**config.mk**
```make
export PLATFORM = sky130hd
export DESIGN_NAME = pulse_train_gen
export DESIGN_NICKNAME = d
export VERILOG_FILES = /design/src/rtl/pulse_gen_pkg.sv /design/src/rtl/cycle_down_counter.sv /design/src/rtl/pulse_train_gen.sv
export SDC_FILE = /design/constraint.sdc
export NUM_CORES = 1
export LEC_CHECK = 0
export BUFFER_PORTS_ARGS = -buffer_cell sky130_fd_sc_hd__buf_2
export CORE_ASPECT_RATIO = 0.6
export CORE_UTILIZATION = 50
export DETAILED_ROUTE_END_ITERATION = 10
export PLACE_DENSITY = 0.7
export SYNTH_ARGS = -nofsm -noshare
export SYNTH_HDL_FRONTEND = slang
export SYNTH_SLANG_ARGS = --single-unit
```
**constraint.sdc**
```tcl
create_clock -name clk -period 2.71 [get_ports clk]
set_clock_uncertainty 0.1 [all_clocks]
set_input_delay 0.1355 -clock clk [delete_from_list [all_inputs] [get_ports clk]]
set_output_delay 0.1355 -clock clk [all_outputs]
set_load 0.01 [all_outputs]
```
**src/rtl/pulse_gen_pkg.sv**
```systemverilog
// Shared types and default widths for the pulse train generator.
package pulse_gen_pkg;

  // Train sequencer states; IDLE must stay the all-zero encoding so reset lands there.
  typedef enum logic [1:0] {
    IDLE = 2'd0,
    HIGH = 2'd1,
    LOW  = 2'd2
  } pulseStateT;

  localparam int DEF_CNT_W = 16;
  localparam int DEF_N_W   = 8;

endpackage

```
**src/rtl/cycle_down_counter.sv**
```systemverilog
// Loadable down counter with a zero flag; saturates at zero instead of wrapping.
module cycle_down_counter #(
  parameter int W = 16
) (
  input  logic         clk,
  input  logic         rst_n,
  input  logic         load,
  input  logic [W-1:0] value,
  input  logic         enable,
  output logic         zero
);

  logic [W-1:0] count;

  // Load has priority over decrement; decrement stops at zero.
  always_ff @(posedge clk or negedge rst_n) begin
    if (!rst_n) begin
      count <= '0;
    end else if (load) begin
      count <= value;
    end else if (enable && (count != '0)) begin
      count <= count - W'(1);
    end
  end

  assign zero = (count == '0);

endmodule

```
**src/rtl/pulse_train_gen.sv**
```systemverilog
// Pulse train generator: hi cycles high, lo cycles low, repeated n times,
// with per-edge strobes and busy/done/aborted status. All outputs registered.
//
// Handshake: start is a one-cycle request that is accepted only when the
// sequencer is IDLE and abort is low in the same cycle; while busy, start is
// dropped (no queuing). abort is honoured only while busy and ends the train
// on the next cycle with a one-cycle aborted pulse.
module pulse_train_gen
  import pulse_gen_pkg::*;
#(
  parameter int CNT_W = DEF_CNT_W,
  parameter int N_W   = DEF_N_W
) (
  input  logic             clk,
  input  logic             rst_n,
  input  logic             start,
  input  logic             abort,
  input  logic [CNT_W-1:0] highCycles,
  input  logic [CNT_W-1:0] lowCycles,
  input  logic [N_W-1:0]   pulseCount,
  output logic             signalOut,
  output logic             risingEdge,
  output logic             fallingEdge,
  output logic             busy,
  output logic             done,
  output logic             aborted
);

  // Current sequencer state; kept as a named signal so checkers can bind to it.
  pulseStateT state, stateNext;

  // Durations are stored as (duration - 1) with zero clamped to one cycle,
  // which is exactly the reload value the down counter needs.
  logic [CNT_W-1:0] hiM1Reg, loM1Reg, hiM1Next, loM1Next;
  logic [CNT_W-1:0] hiM1In, loM1In;
  logic [N_W-1:0]   remCnt, remNext;

  logic             cntLoad, cntEnable, cntZero;
  logic [CNT_W-1:0] cntValue;

  logic sigNext, riseNext, fallNext, busyNext, doneNext, abortedNext;

  assign hiM1In = (highCycles == '0) ? '0 : highCycles - CNT_W'(1);
  assign loM1In = (lowCycles  == '0) ? '0 : lowCycles  - CNT_W'(1);

  cycle_down_counter #(.W(CNT_W)) u_durCnt (
    .clk    (clk),
    .rst_n  (rst_n),
    .load   (cntLoad),
    .value  (cntValue),
    .enable (cntEnable),
    .zero   (cntZero)
  );

  // Next-state, counter control and next registered outputs.
  always_comb begin
    stateNext   = state;
    hiM1Next    = hiM1Reg;
    loM1Next    = loM1Reg;
    remNext     = remCnt;
    cntLoad     = 1'b0;
    cntValue    = '0;
    cntEnable   = 1'b0;
    sigNext     = 1'b0;
    riseNext    = 1'b0;
    fallNext    = 1'b0;
    busyNext    = 1'b0;
    doneNext    = 1'b0;
    abortedNext = 1'b0;
    case (state)
      IDLE: begin
        if (start && !abort) begin
          hiM1Next = hiM1In;
          loM1Next = loM1In;
          if (pulseCount == '0) begin
            doneNext = 1'b1;
          end else begin
            stateNext = HIGH;
            sigNext   = 1'b1;
            riseNext  = 1'b1;
            busyNext  = 1'b1;
            cntLoad   = 1'b1;
            cntValue  = hiM1In;
            remNext   = pulseCount;
          end
        end
      end
      HIGH: begin
        if (abort) begin
          // signalOut is always 1 in HIGH, so stopping here is a falling edge.
          stateNext   = IDLE;
          fallNext    = 1'b1;
          abortedNext = 1'b1;
          cntLoad     = 1'b1;
          remNext     = '0;
        end else if (cntZero) begin
          stateNext = LOW;
          fallNext  = 1'b1;
          busyNext  = 1'b1;
          cntLoad   = 1'b1;
          cntValue  = loM1Reg;
        end else begin
          sigNext   = 1'b1;
          busyNext  = 1'b1;
          cntEnable = 1'b1;
        end
      end
      LOW: begin
        if (abort) begin
          stateNext   = IDLE;
          abortedNext = 1'b1;
          cntLoad     = 1'b1;
          remNext     = '0;
        end else if (cntZero) begin
          if (remCnt > N_W'(1)) begin
            stateNext = HIGH;
            sigNext   = 1'b1;
            riseNext  = 1'b1;
            busyNext  = 1'b1;
            cntLoad   = 1'b1;
            cntValue  = hiM1Reg;
            remNext   = remCnt - N_W'(1);
          end else begin
            stateNext = IDLE;
            doneNext  = 1'b1;
            remNext   = '0;
          end
        end else begin
          busyNext  = 1'b1;
          cntEnable = 1'b1;
        end
      end
      default: begin
        stateNext = IDLE;
      end
    endcase
  end

  // State, latched parameters, remaining-pulse count and output registers.
  always_ff @(posedge clk or negedge rst_n) begin
    if (!rst_n) begin
      state       <= IDLE;
      hiM1Reg     <= '0;
      loM1Reg     <= '0;
      remCnt      <= '0;
      signalOut   <= 1'b0;
      risingEdge  <= 1'b0;
      fallingEdge <= 1'b0;
      busy        <= 1'b0;
      done        <= 1'b0;
      aborted     <= 1'b0;
    end else begin
      state       <= stateNext;
      hiM1Reg     <= hiM1Next;
      loM1Reg     <= loM1Next;
      remCnt      <= remNext;
      signalOut   <= sigNext;
      risingEdge  <= riseNext;
      fallingEdge <= fallNext;
      busy        <= busyNext;
      done        <= doneNext;
      aborted     <= abortedNext;
    end
  end

endmodule

```
==> Yosys cells after proc, flatten, opt, wreduce, memory -nomap -nowiden <==
Index checks and enable logic that the tools add are counted.
{ "classes": {"n_eq_ne": 7, "n_mux": 54, "n_reduce_logical": 15, "n_addsub": 4, "order_cmp": 1} }
{ "op_table": {"columns": ["operator", "n"], "rows": [
  ["$mux W16", 11],
  ["$logic_not A16 Y1", 3],
  ["$mux W8", 6],
  ["$pmux W16 S3", 1],
  ["$sub A16 B1 Y16 const B", 3],
  ["$pmux W8 S3", 1],
  ["$mux W1", 23],
  ["$reduce_bool A16 Y1", 1],
  ["$mux W2", 6],
  ["$pmux W1 S3", 3],
  ["$gt A8 B1 Y1 const B", 1],
  ["$logic_not A8 Y1", 1],
  ["$sub A8 B1 Y8 const B", 1],
  ["$ne A2 B2 Y1 const B", 3],
  ["$ne A3 B3 Y1 const B", 2],
  ["$pmux W2 S3", 1],
  ["$reduce_and A5 Y1", 1],
  ["$pmux W1 S2", 2],
  ["$reduce_and A4 Y1", 1],
  ["$reduce_bool A3 Y1", 1],
  ["$eq A2 B1 Y1 const B", 1],
  ["$eq A2 B2 Y1 const B", 1],
  ["$logic_and A1 B1 Y1", 2],
  ["$logic_not A2 Y1", 1],
  ["other kinds (4)", 4]
]} }
{ "word_totals": {"register_bits": 64, "input_bits": 44} }

==> Longest topological paths before layout <==
Gate-level depths: netlist (run 1).
{ "logic_depth": {"ltp_word": 7, "ltp_mapped": 10, "mapped_depth_nobuf": 8} }

==> Hierarchy <==
From an unflattened synthesis (run 1), not the netlist that was laid out.
{ "unflattened": {"cells_unflattened": 488, "hier_area_um2": 4157.7} }
{ "modules_own_cells": {"columns": ["mod", "cells_per_inst", "seq_area_each_um2", "n_inst", "area_each_um2"], "rows": [
  ["pulse_train_gen", 364, 1201.2, 1, 3094.2],
  ["cycle_down_counter", 124, 400.4, 1, 1063.5]
]} }

==> Worst setup path before layout (run 1) <==
OpenSTA, ideal clock, no wires.
{ "synth_timing": {"path_kind": "register to register", "from": "reg u_durCnt.count[10]", "to": "reg u_durCnt.count[14]", "period_less_slack_ps": 2412, "setup_slack_ps": 298, "setup_time_ps": 125, "arrival_time_ps": 2187, "n_path_buf": 0, "path_stages_with_launch": 7, "path_cell_list": "dfrtp_1 or4_4 or4_4 nand4b_4 nor3_1 xor2_1 mux2_4"} }
{ "synth_via": {"elab_chain_cells": 6, "word_cells_on_any_way": 20, "classes_between": "add/sub (1); mux (15); reduce/logical (4)"} }
{ "synth_rtl": {"columns": ["element", "line_no", "source"], "rows": [
  ["start: declaration", "cycle_down_counter.sv:13", "logic [W-1:0] count;"],
  ["start signal: assignment", "cycle_down_counter.sv:20", "count <= value;"],
  ["start signal: assignment", "cycle_down_counter.sv:22", "count <= count - W'(1);"],
  ["branches (longest 6 deep; another with $sub A16 B1 Y16)", null, null]
]} }
Several ways; the timed one is not identified. The select of a mux whose other input is x is not followed.
A chain may end at the register's enable or synchronous reset.

==> Worst setup path in the final report (run 1) <==
{ "layout_timing": {"from": "reg u_durCnt.count[0]", "to": "reg u_durCnt.count[14]"} }
The elaborated chain is that of the path after synthesis.

==> out/qor.txt, run 1 <==
fin area - 4807 µm²
Final Cycle Share - 96.35%
register area share after synthesis - 39.81%
Yosys reg bits - 64
maxcap violations - 0
DRT iter0 DRCs - 256
hold endpoint - remCnt[1]
CTS sink count - 64
worst ir drop on vdd - 0.0003700 V
placer congestion estimate - 0.8553
data required time of the worst path - 2.88 ns
setup slack, reg-to-reg - 0.1 ns
Data arrival, critical path - 2.78 ns
Syn. warnings - 0
CP Launch Type - flop
WS Path Type - flop to flop
met1 WL - 5.179 mm
CTS tree - built
CTS buffer count - 9
Worst path max stage delay - 0.51 ns
Setup Viol. Count Final - 0
Cell Area, Synth - 4023 µm²
Wirelength per Cell - 15.95 µm
clock buffer depth - 2
Yosys top cell area share - 39.81%
setup slack after layout - 0.09886 ns
max_slew headroom - 43.94%
total gr overflow - 0
DRT Pass-1 Iters - 5
number of antenna diodes - 0
largest fanout on the critical path - 17
Initial Util - 53.58%
Hold Slack - 0.002049 ns
slowest stage cell, crit path - or4b_1
vias per inst - 5.723
antenna violations before repair - 0
power density over the cells - 886.1 nW/µm²
via count - 3560
non-filler instance count after layout - 622
highest metal used - met4
Port Buffers - 49
Max Freq - 383.0 MHz
RSZ-0062 raised after global routing - no
asr flop ratio synth - 100.0%
CTS root buffer - clkbuf_16
clock latency on the worst-skew pair - 0.33 ns
post-CTS setup buffer count - 0
Slew Viols, Final - 0
min-delay src - pulseCount[1]
Vert. Die Dim - 71.48 µm
syn_nets - 495
top-count cell post-synth - dfrtp_1
DRC Markers - 0
placed inst area - 4491 µm²
dominant cells by area after synthesis - dfrtp_1, nand2_1, o21ai_0
Die W - 117.8 µm
Synth top cells by count - dfrtp_1, nand2_1, nor2_1
Setup WS pre-CTS - 0.1268 ns
WL met3 - 571 µm
Syn Area/Cell - 9.122 µm²
Layout Nets - 569
status - finished, final reports clean
Post-DRT Antenna Nets - 0
crit path time final - 2.611 ns
final wirelength - 9.918 mm
routed wl met2 - 4.062 mm
row cnt - 24
CP Capture Type - flop
Worst Max-Slew Pin Slew - 0.8408 ns
Fin. Hold Viols - 0
post-synthesis cell type count - 59
leading area contributor after synthesis - dfrtp_1
placed cell count - 603
H-tree depth - 3
P_leak - 0.002102 µW
io pins - 50
post-DP HPWL - 7.530 mm
core area - 7507 µm²
Cells after Synth - 441
hold path depth - 3
first-pass GRT wire length - 16.57 mm
Fin Setup TNS - 0 ns
r2r startpoint - u_durCnt.count[0]
number of global-route vias before repair - 3260
total track usage - 25.45%
R2R Path End - u_durCnt.count[14]
largest net degree at the start of global routing - 42
Area Overhead vs Synth - 19.50%
layout cells sized above 1 - 22.20%
Most used DFF post-synth - dfrtp_1
number of synthesized flops with an enable pin - 0
Reg2Reg Depth - 8
crit path cell chain - inv_1 > ha_1 > or4b_1 > or4_4 > nor2_8 > a22oi_1 > o21ai_0 > mux2_4
fill count - 630
Worst Hold Class - input pin to flop
die area - 8419 µm²
Worst-path clk slew - 0.05 ns
-- critical path: cells and delay by family, from the launching register on --
| kind | cells | cell delay [ns] |
|---|---|---|
| muxes | 1 | 0.20 |
| AOI/OAI and AO/OA | 2 | 0.24 |
| adders and majority gates | 1 | 0.20 |
| buffers and inverters | 1 | 0.11 |
| and+or+nand+nor | 3 | 1.32 |
| DFF | 1 | 0.37 |
-- kinds of logic (layout without fill, tap and decap cells) --
family	count (synthesis)	after routing	share of synthesized area (%)
xor gates and xnor gates	38	38	8.274
muxes	3	3	0.9019
buffers and inverters	28	105	4.106
AOI/OAI and AO/OA	111	111	19.38
and+or+nand+nor	187	187	24.42
DFF	64	64	39.81
adders and majority gates	10	10	3.110
-- worst max-delay path by stage --
stage	end	startpoint	slack (ns)
3_3_place_gp	u_durCnt.count[14]	u_durCnt.count[0]	0.22
4_1_cts	u_durCnt.count[1]	pulseCount[6]	0.09
6_report	u_durCnt.count[14]	u_durCnt.count[0]	0.1
3_5_place_dp	u_durCnt.count[14]	u_durCnt.count[0]	0.13
5_1_grt	u_durCnt.count[14]	u_durCnt.count[0]	0.009
2_1_floorplan	u_durCnt.count[14]	u_durCnt.count[10]	0.30
-- placed cells by master, fill, tap and decap left out, drive strengths merged, types with 12 or more instances in the layout --
cell type,synthesis,final
a22o,12,12
xnor2,21,21
xor2,17,17
buf,8,74
clkbuf,7,13
o21ai,46,46
nor3,27,27
dfrtp,64,64
nor2,48,48
a21oi,19,19
nand2,51,51
-- registers in the layout, indices dropped and copies added (netlist names) --
register        flops
u_durCnt.count     16
risingEdge          1
aborted             1
state               2
fallingEdge         1
busy                1
loM1Reg            16
hiM1Reg            16
signalOut           1
remCnt              8
done                1
-- cell type report --
class                      instances  area, µm²  area share (%)
inverter                          12      45.04          0.9370
timing repair buffer              79      508.0           10.57
sequential                        64       1602           33.32
clock buffer                      13      250.2           5.206
clock inverter                     1      5.005          0.1041
multi-input combinational        349       2267           47.16
tap                              104      130.1           2.707
-- metrics by stage --
step                      util, %  power (µW)
after floorplan                 -        2715
after global placement      59.82        3179
after detailed placement    59.82        3234
after CTS                   63.88        4260
after global routing        64.03        4552
final                       64.03        4260
-- repair_timing --
item / CTS / global route
hold endpoints to repair: 39 / 0
setup endpoints to repair: 0 / 4
resized for setup: 0 / 3
hold buffers: 5 / 0
-- power by group --
part           leakage, µW  switching (µW)  internal (µW)
logic              0.00118             863            669
clock network     0.000126             378            631
registers         0.000801             339           1380
-- layer usage --
layer | GRT usage, % | vias up
met2 | 35.23 | 110
li1 | - | 1750
met1 | 39.75 | 1681
met5 | 0 | -
met3 | 5.494 | 19
met4 | 6.410 | 0
No activity file was read; power rests on OpenSTA's default activity.
==> run 2, diff against run 1 <==
==> constraint.sdc (replaced) <==
create_clock -name clk -period 2.71 [get_ports clk]
set_clock_uncertainty 0.1 [all_clocks]
set_input_delay 0.271 -clock clk [delete_from_list [all_inputs] [get_ports clk]]
set_output_delay 0.271 -clock clk [all_outputs]
set_load 0.01 [all_outputs]
==> out/qor.txt, run 2 (synthesized netlist as in run 1, its figures left out) <==
status - finished, final reports clean
Vert. Die Dim - 71.48 µm (unchanged)
Worst Hold Class - input pin to flop
Layout Nets - 571 (+0.35%)
row cnt - 24 (unchanged)
R2R Path End - u_durCnt.count[14]
CTS buffer count - 9 (unchanged)
Top Registers - hiM1Reg: 16 flops, loM1Reg: 16 flops, u_durCnt.count: 16 flops
Psw - 1598 µW (+1.1%)
min-delay src - highCycles[0]
r2r startpoint - u_durCnt.count[0]
placer congestion estimate - 0.8687 (+1.6%)
CP Capture Type - flop
slowest stage cell, crit path - or4b_1
cts repair resizes - 0 (unchanged)
post-DP HPWL - 7.736 mm (+2.7%)
number of global-route vias before repair - 3309 (+1.5%)
power density over the cells - 888.0 nW/µm² (+0.21%)
Die W - 117.8 µm (unchanged)
crit path cell chain - inv_1 > ha_1 > or4b_1 > or4_4 > nand4b_4 > nor3_1 > xor2_1 > mux2_4
Setup WS pre-CTS - 0.1055 ns (-0.02132 ns)
number of antenna diodes - 0 (unchanged)
setup slack after layout - 0.1627 ns (+0.06386 ns)
worst ir drop on vdd - 0.0004316 V (+17%)
Slew Viols, Final - 0 (unchanged)
DRT iter0 DRCs - 285 (+11%)
DRT Pass-1 Iters - 5 (unchanged)
Setup Viol. Count Final - 0 (unchanged)
Max Freq - 392.6 MHz (+2.5%)
WS Path Type - flop to flop
clock latency on the worst-skew pair - 0.33 ns (about the same)
layout cells sized above 1 - 23.12% (+0.92 points)
vias per inst - 5.791 (+1.2%)
final wirelength - 10.28 mm (+3.7%)
Data arrival, critical path - 2.66 ns (-0.12 ns)
first-pass GRT wire length - 16.93 mm (+2.1%)
io pins - 50 (unchanged)
P_leak - 0.002122 µW (+0.95%)
via count - 3608 (+1.3%)
Worst-path clk slew - 0.05 ns (about the same)
data required time of the worst path - 2.82 ns (-0.06 ns)
Fin. Hold Viols - 0 (unchanged)
leading cell type in the layout, fill and taps excluded - dfrtp_1
most frequent cells in the layout - dfrtp_1, nand2_1, buf_2, nor2_1, o21ai_0
CTS sink count - 64 (unchanged)
placed inst area - 4513 µm² (+0.50%)
CTS root buffer - clkbuf_16
Seq pwr share - 40.3% (about the same)
Reg2Reg Depth - 8 (unchanged)
total gr overflow - 0 (unchanged)
core area - 7507 µm² (unchanged)
Area Overhead vs Synth - 19.81%
max_slew headroom - 57.71% (+14 points)
total track usage - 25.91% (+0.46 points)
crit path time final - 2.547 ns (-0.06386 ns)
maxcap violations - 0 (unchanged)
internal power - 2682 µW (+0.11%)
Worst Max-Slew Pin Slew - 0.6344 ns (-0.2064 ns)
hold path depth - 2 (-1)
fin area - 4820 µm² (+0.26%)
H-tree depth - 3 (unchanged)
Final Cycle Share - 94.00% (-2.4 points)
Post-DRT Antenna Nets - 0 (unchanged)
antenna violations before repair - 0 (unchanged)
die area - 8419 µm² (unchanged)
largest net degree at the start of global routing - 29 (-31%)
Initial Util - 53.58% (unchanged)
RSZ-0062 raised after global routing - no
CTS tree - built
DRC Markers - 0 (unchanged)
setup slack, reg-to-reg - 0.16 ns (+0.06 ns)
Wirelength per Cell - 16.50 µm (+3.5%)
clock buffer depth - 2 (unchanged)
Worst path max stage delay - 0.51 ns (about the same)
total chip power - 4280 µW (+0.47%)
CP Launch Type - flop
power share of the clock group - 24.0% (+0.3 points)
hold endpoint - hiM1Reg[0]
switching part of the total power - 37.33% (+0.22 points)
Fin Setup TNS - 0 ns (unchanged)
Port Buffers - 49 (unchanged)
largest fanout on the critical path - 7 (-10)
combinational power share - 35.7% (-0.3 points)
[run 2: how the worst max path moves through the flow]
| stage | cells after the start | start | slack [ns] | to |
|---|---|---|---|---|
| after global routing | 8 | u_durCnt.count[0] | 0.05 | u_durCnt.count[14] |
| after global placement | 8 | u_durCnt.count[0] | 0.19 | u_durCnt.count[9] |
| after floorplan | 6 | u_durCnt.count[10] | 0.30 | u_durCnt.count[14] |
| final | 8 | u_durCnt.count[0] | 0.16 | u_durCnt.count[14] |
| after CTS | 8 | u_durCnt.count[0] | 0.09 | u_durCnt.count[15] |
| after detailed placement | 8 | u_durCnt.count[0] | 0.11 | u_durCnt.count[15] |
[run 2: layout make-up]
cell class / count / area (µm²)
clock buffer: 12 / 256.5
clock inverter: 1 / 5.005
fill: 638 / 2688
inverter: 12 / 45.04
multi-input combinational: 349 / 2256
sequential: 64 / 1602
tap: 104 / 130.1
timing repair buffer: 81 / 525.5
[run 2: through the flow]
step	utilization (%)	hold slack (ns)	cells
after global routing	64.20	0.08503	623
final	64.20	0.07968	623
after floorplan	-	-0.1246	441
after CTS	63.73	0.07117	620
after detailed placement	60.12	0.2246	606
after global placement	60.12	0.2196	606
[run 2: layer usage]
metal  global-route usage [%]  up-vias  share of wire, %
li1                         -     1736                 -
met1                    39.92     1737                51
met2                    36.08      126                41
met3                    5.732        9               6.7
met4                    7.550        0              0.83
met5                        0        -                 0
[run 2: critical path, delay by kind of cell (launching register included)]
| family | cells | cell delay [ns] |
|---|---|---|
| fa+ha+maj | 1 | 0.19 |
| simple gates | 4 | 1.26 |
| mux | 1 | 0.26 |
| flops | 1 | 0.38 |
| xor+xnor | 1 | 0.14 |
| buf+inv | 1 | 0.11 |
[run 2: timing repair]
action | 4_1_cts | 5_1_grt
buffers inserted | 0 | 3
hold endpoints to repair | 26 | 0
hold buffers | 1 | 0
setup endpoints to repair | 0 | 3
[run 2: power groups by stage]
stage / Sequential (µW) / Combinational, µW / Clock [µW]
2_1_floorplan: 1640 / 1080 / 0
3_3_place_gp: 1720 / 1450 / 0
3_5_place_dp: 1730 / 1500 / 0
4_1_cts: 1720 / 1510 / 1050
5_1_grt: 1770 / 1700 / 1090
6_report: 1730 / 1530 / 1030
==> run 3, diff against run 2 <==
PLACE_DENSITY = 0.79   (was 0.7)
==> out/qor.txt, run 3 (synthesized netlist as in run 1, its figures left out) <==
row cnt - 24 (unchanged)
DRT Pass-1 Iters - 6 (+1)
vias per inst - 6.013 (+3.8%)
layout cells sized above 1 - 22.91% (-0.21 points)
most frequent cells in the layout - dfrtp_1, nand2_1, buf_2, nor2_1, o21ai_0
Slew Viols, Final - 0 (unchanged)
Data arrival, critical path - 2.75 ns (+0.09 ns)
clock latency on the worst-skew pair - 0.33 ns (about the same)
status - finished, final reports clean
via count - 3722 (+3.2%)
clock buffer depth - 2 (unchanged)
Worst-path clk slew - 0.05 ns (about the same)
Vert. Die Dim - 71.48 µm (unchanged)
final wirelength - 10.77 mm (+4.7%)
Port Buffers - 49 (unchanged)
Max Freq - 375.8 MHz (-4.3%)
WS Path Type - flop to flop
antenna violations before repair - 0 (unchanged)
Area Overhead vs Synth - 20.72%
core area - 7507 µm² (unchanged)
largest net degree at the start of global routing - 43 (+48%)
io pins - 50 (unchanged)
crit path time final - 2.661 ns (+0.1134 ns)
CP Launch Type - flop
Fin. Hold Viols - 0 (unchanged)
slowest stage cell, crit path - or4b_1
largest fanout on the critical path - 28 (+21)
worst ir drop on vdd - 0.0003848 V (-11%)
number of global-route vias before repair - 3411 (+3.1%)
Layout Nets - 565 (-1.1%)
setup slack, reg-to-reg - 0.05 ns (-0.11 ns)
Fin Setup TNS - 0 ns (unchanged)
fin area - 4856 µm² (+0.75%)
number of antenna diodes - 0 (unchanged)
data required time of the worst path - 2.80 ns (-0.02 ns)
Top Registers - hiM1Reg: 16 flops, loM1Reg: 16 flops, u_durCnt.count: 16 flops
crit path cell chain - inv_1 > ha_1 > or4b_1 > nor4_4 > o21ai_1 > a21o_1 > buf_12 > nor3_1 > a31oi_1
P_leak - 0.002132 µW (+0.47%)
die area - 8419 µm² (unchanged)
DRC Markers - 0 (unchanged)
CTS sink count - 64 (unchanged)
max_slew headroom - 46.95% (-11 points)
power density over the cells - 950.7 nW/µm² (+7.1%)
Die W - 117.8 µm (unchanged)
DRT iter0 DRCs - 397 (+39%)
Wirelength per Cell - 17.39 µm (+5.4%)
RSZ-0062 raised after global routing - no
placer congestion estimate - 0.9935 (+14%)
Worst Hold Class - input pin to flop
CTS buffer count - 9 (unchanged)
Final Cycle Share - 98.18% (+4.2 points)
Setup Viol. Count Final - 0 (unchanged)
CP Capture Type - flop
total gr overflow - 0 (unchanged)
Initial Util - 53.58% (unchanged)
H-tree depth - 3 (unchanged)
post-DP HPWL - 7.842 mm (+1.4%)
leading cell type in the layout, fill and taps excluded - dfrtp_1
Worst Max-Slew Pin Slew - 0.7958 ns (+0.1614 ns)
maxcap violations - 0 (unchanged)
placed inst area - 4476 µm² (-0.83%)
Post-DRT Antenna Nets - 0 (unchanged)
CTS tree - built
first-pass GRT wire length - 17.53 mm (+3.6%)
total track usage - 27.10% (+1.2 points)
CTS root buffer - clkbuf_16
Worst path max stage delay - 0.53 ns (+0.02 ns)
## run 3: cell types whose count changed in the layout (fill, tap and decap cells not counted), sizes merged
cell and change:
bufinv +2, buf -6, clkbuf +1, clkinv -1
## run 3: worst paths after layout
path / from / depth (start not counted) / to
max: u_durCnt.count[0] / 9 / u_durCnt.count[9]
min: lowCycles[0] / 2 / loM1Reg[0]
max reg2reg: u_durCnt.count[0] / 9 / u_durCnt.count[9]
min reg2reg: hiM1Reg[3] / 2 / hiM1Reg[3]
max in group asynchronous: rst_n / 3 / state[1]
min in group asynchronous: rst_n / 2 / loM1Reg[15]
## run 3: area by class of cell
| type | instances | area, µm² |
|---|---|---|
| clock inverter | 2 | 60.06 |
| clock buffer | 13 | 280.3 |
| sequential | 64 | 1602 |
| multi-input combinational | 349 | 2258 |
| timing repair buffer | 75 | 480.5 |
| fill | 595 | 2651 |
| inverter | 12 | 45.04 |
| tap | 104 | 130.1 |
## run 3: through the flow
| step | setup slack [ns] | util [%] | hold slack [ns] | total power, µW | instances |
|---|---|---|---|---|---|
| 2_1_floorplan | 0.2983 | - | -0.1246 | 2715 | 441 |
| 3_3_place_gp | 0.1648 | 59.62 | 0.3013 | 3174 | 601 |
| 3_5_place_dp | 0.1135 | 59.62 | 0.2988 | 3254 | 601 |
| 4_1_cts | 0.06966 | 64.28 | 0.07676 | 4590 | 617 |
| 5_1_grt | 0.01465 | 64.68 | 0.08704 | 4875 | 619 |
| 6_report | 0.04929 | 64.68 | 0.08170 | 4616 | 619 |
## run 3: layer usage
| layer | wire length (µm) | track usage (%) |
|---|---|---|
| met4 | 226 | 10.40 |
| met5 | 0 | 0 |
| met1 | 4868 | 37.69 |
| met3 | 887 | 6.927 |
| met2 | 4785 | 40.98 |
## run 3: power breakdown
group          internal, µW  switching [µW]  leakage [µW]
registers              1380             384      0.000801
clock network           900             406      0.000168
logic                   651             897       0.00116
## run 3: timing repair
action / in CTS / in global routing
hold endpoints to repair: 34 / 0
buffers inserted: 0 / 2
resized for setup: 0 / 1
endpoints found under the setup margin: 0 / 7
hold buffers: 1 / 0
## run 3: critical path: cells and delay by family (launching register included)
family / cells / cell delay, ns
AOI/OAI and AO/OA: 3 / 0.44
adders and majority gates: 1 / 0.18
buffers and inverters: 2 / 0.31
DFF: 1 / 0.38
and+or+nand+nor: 3 / 1.11
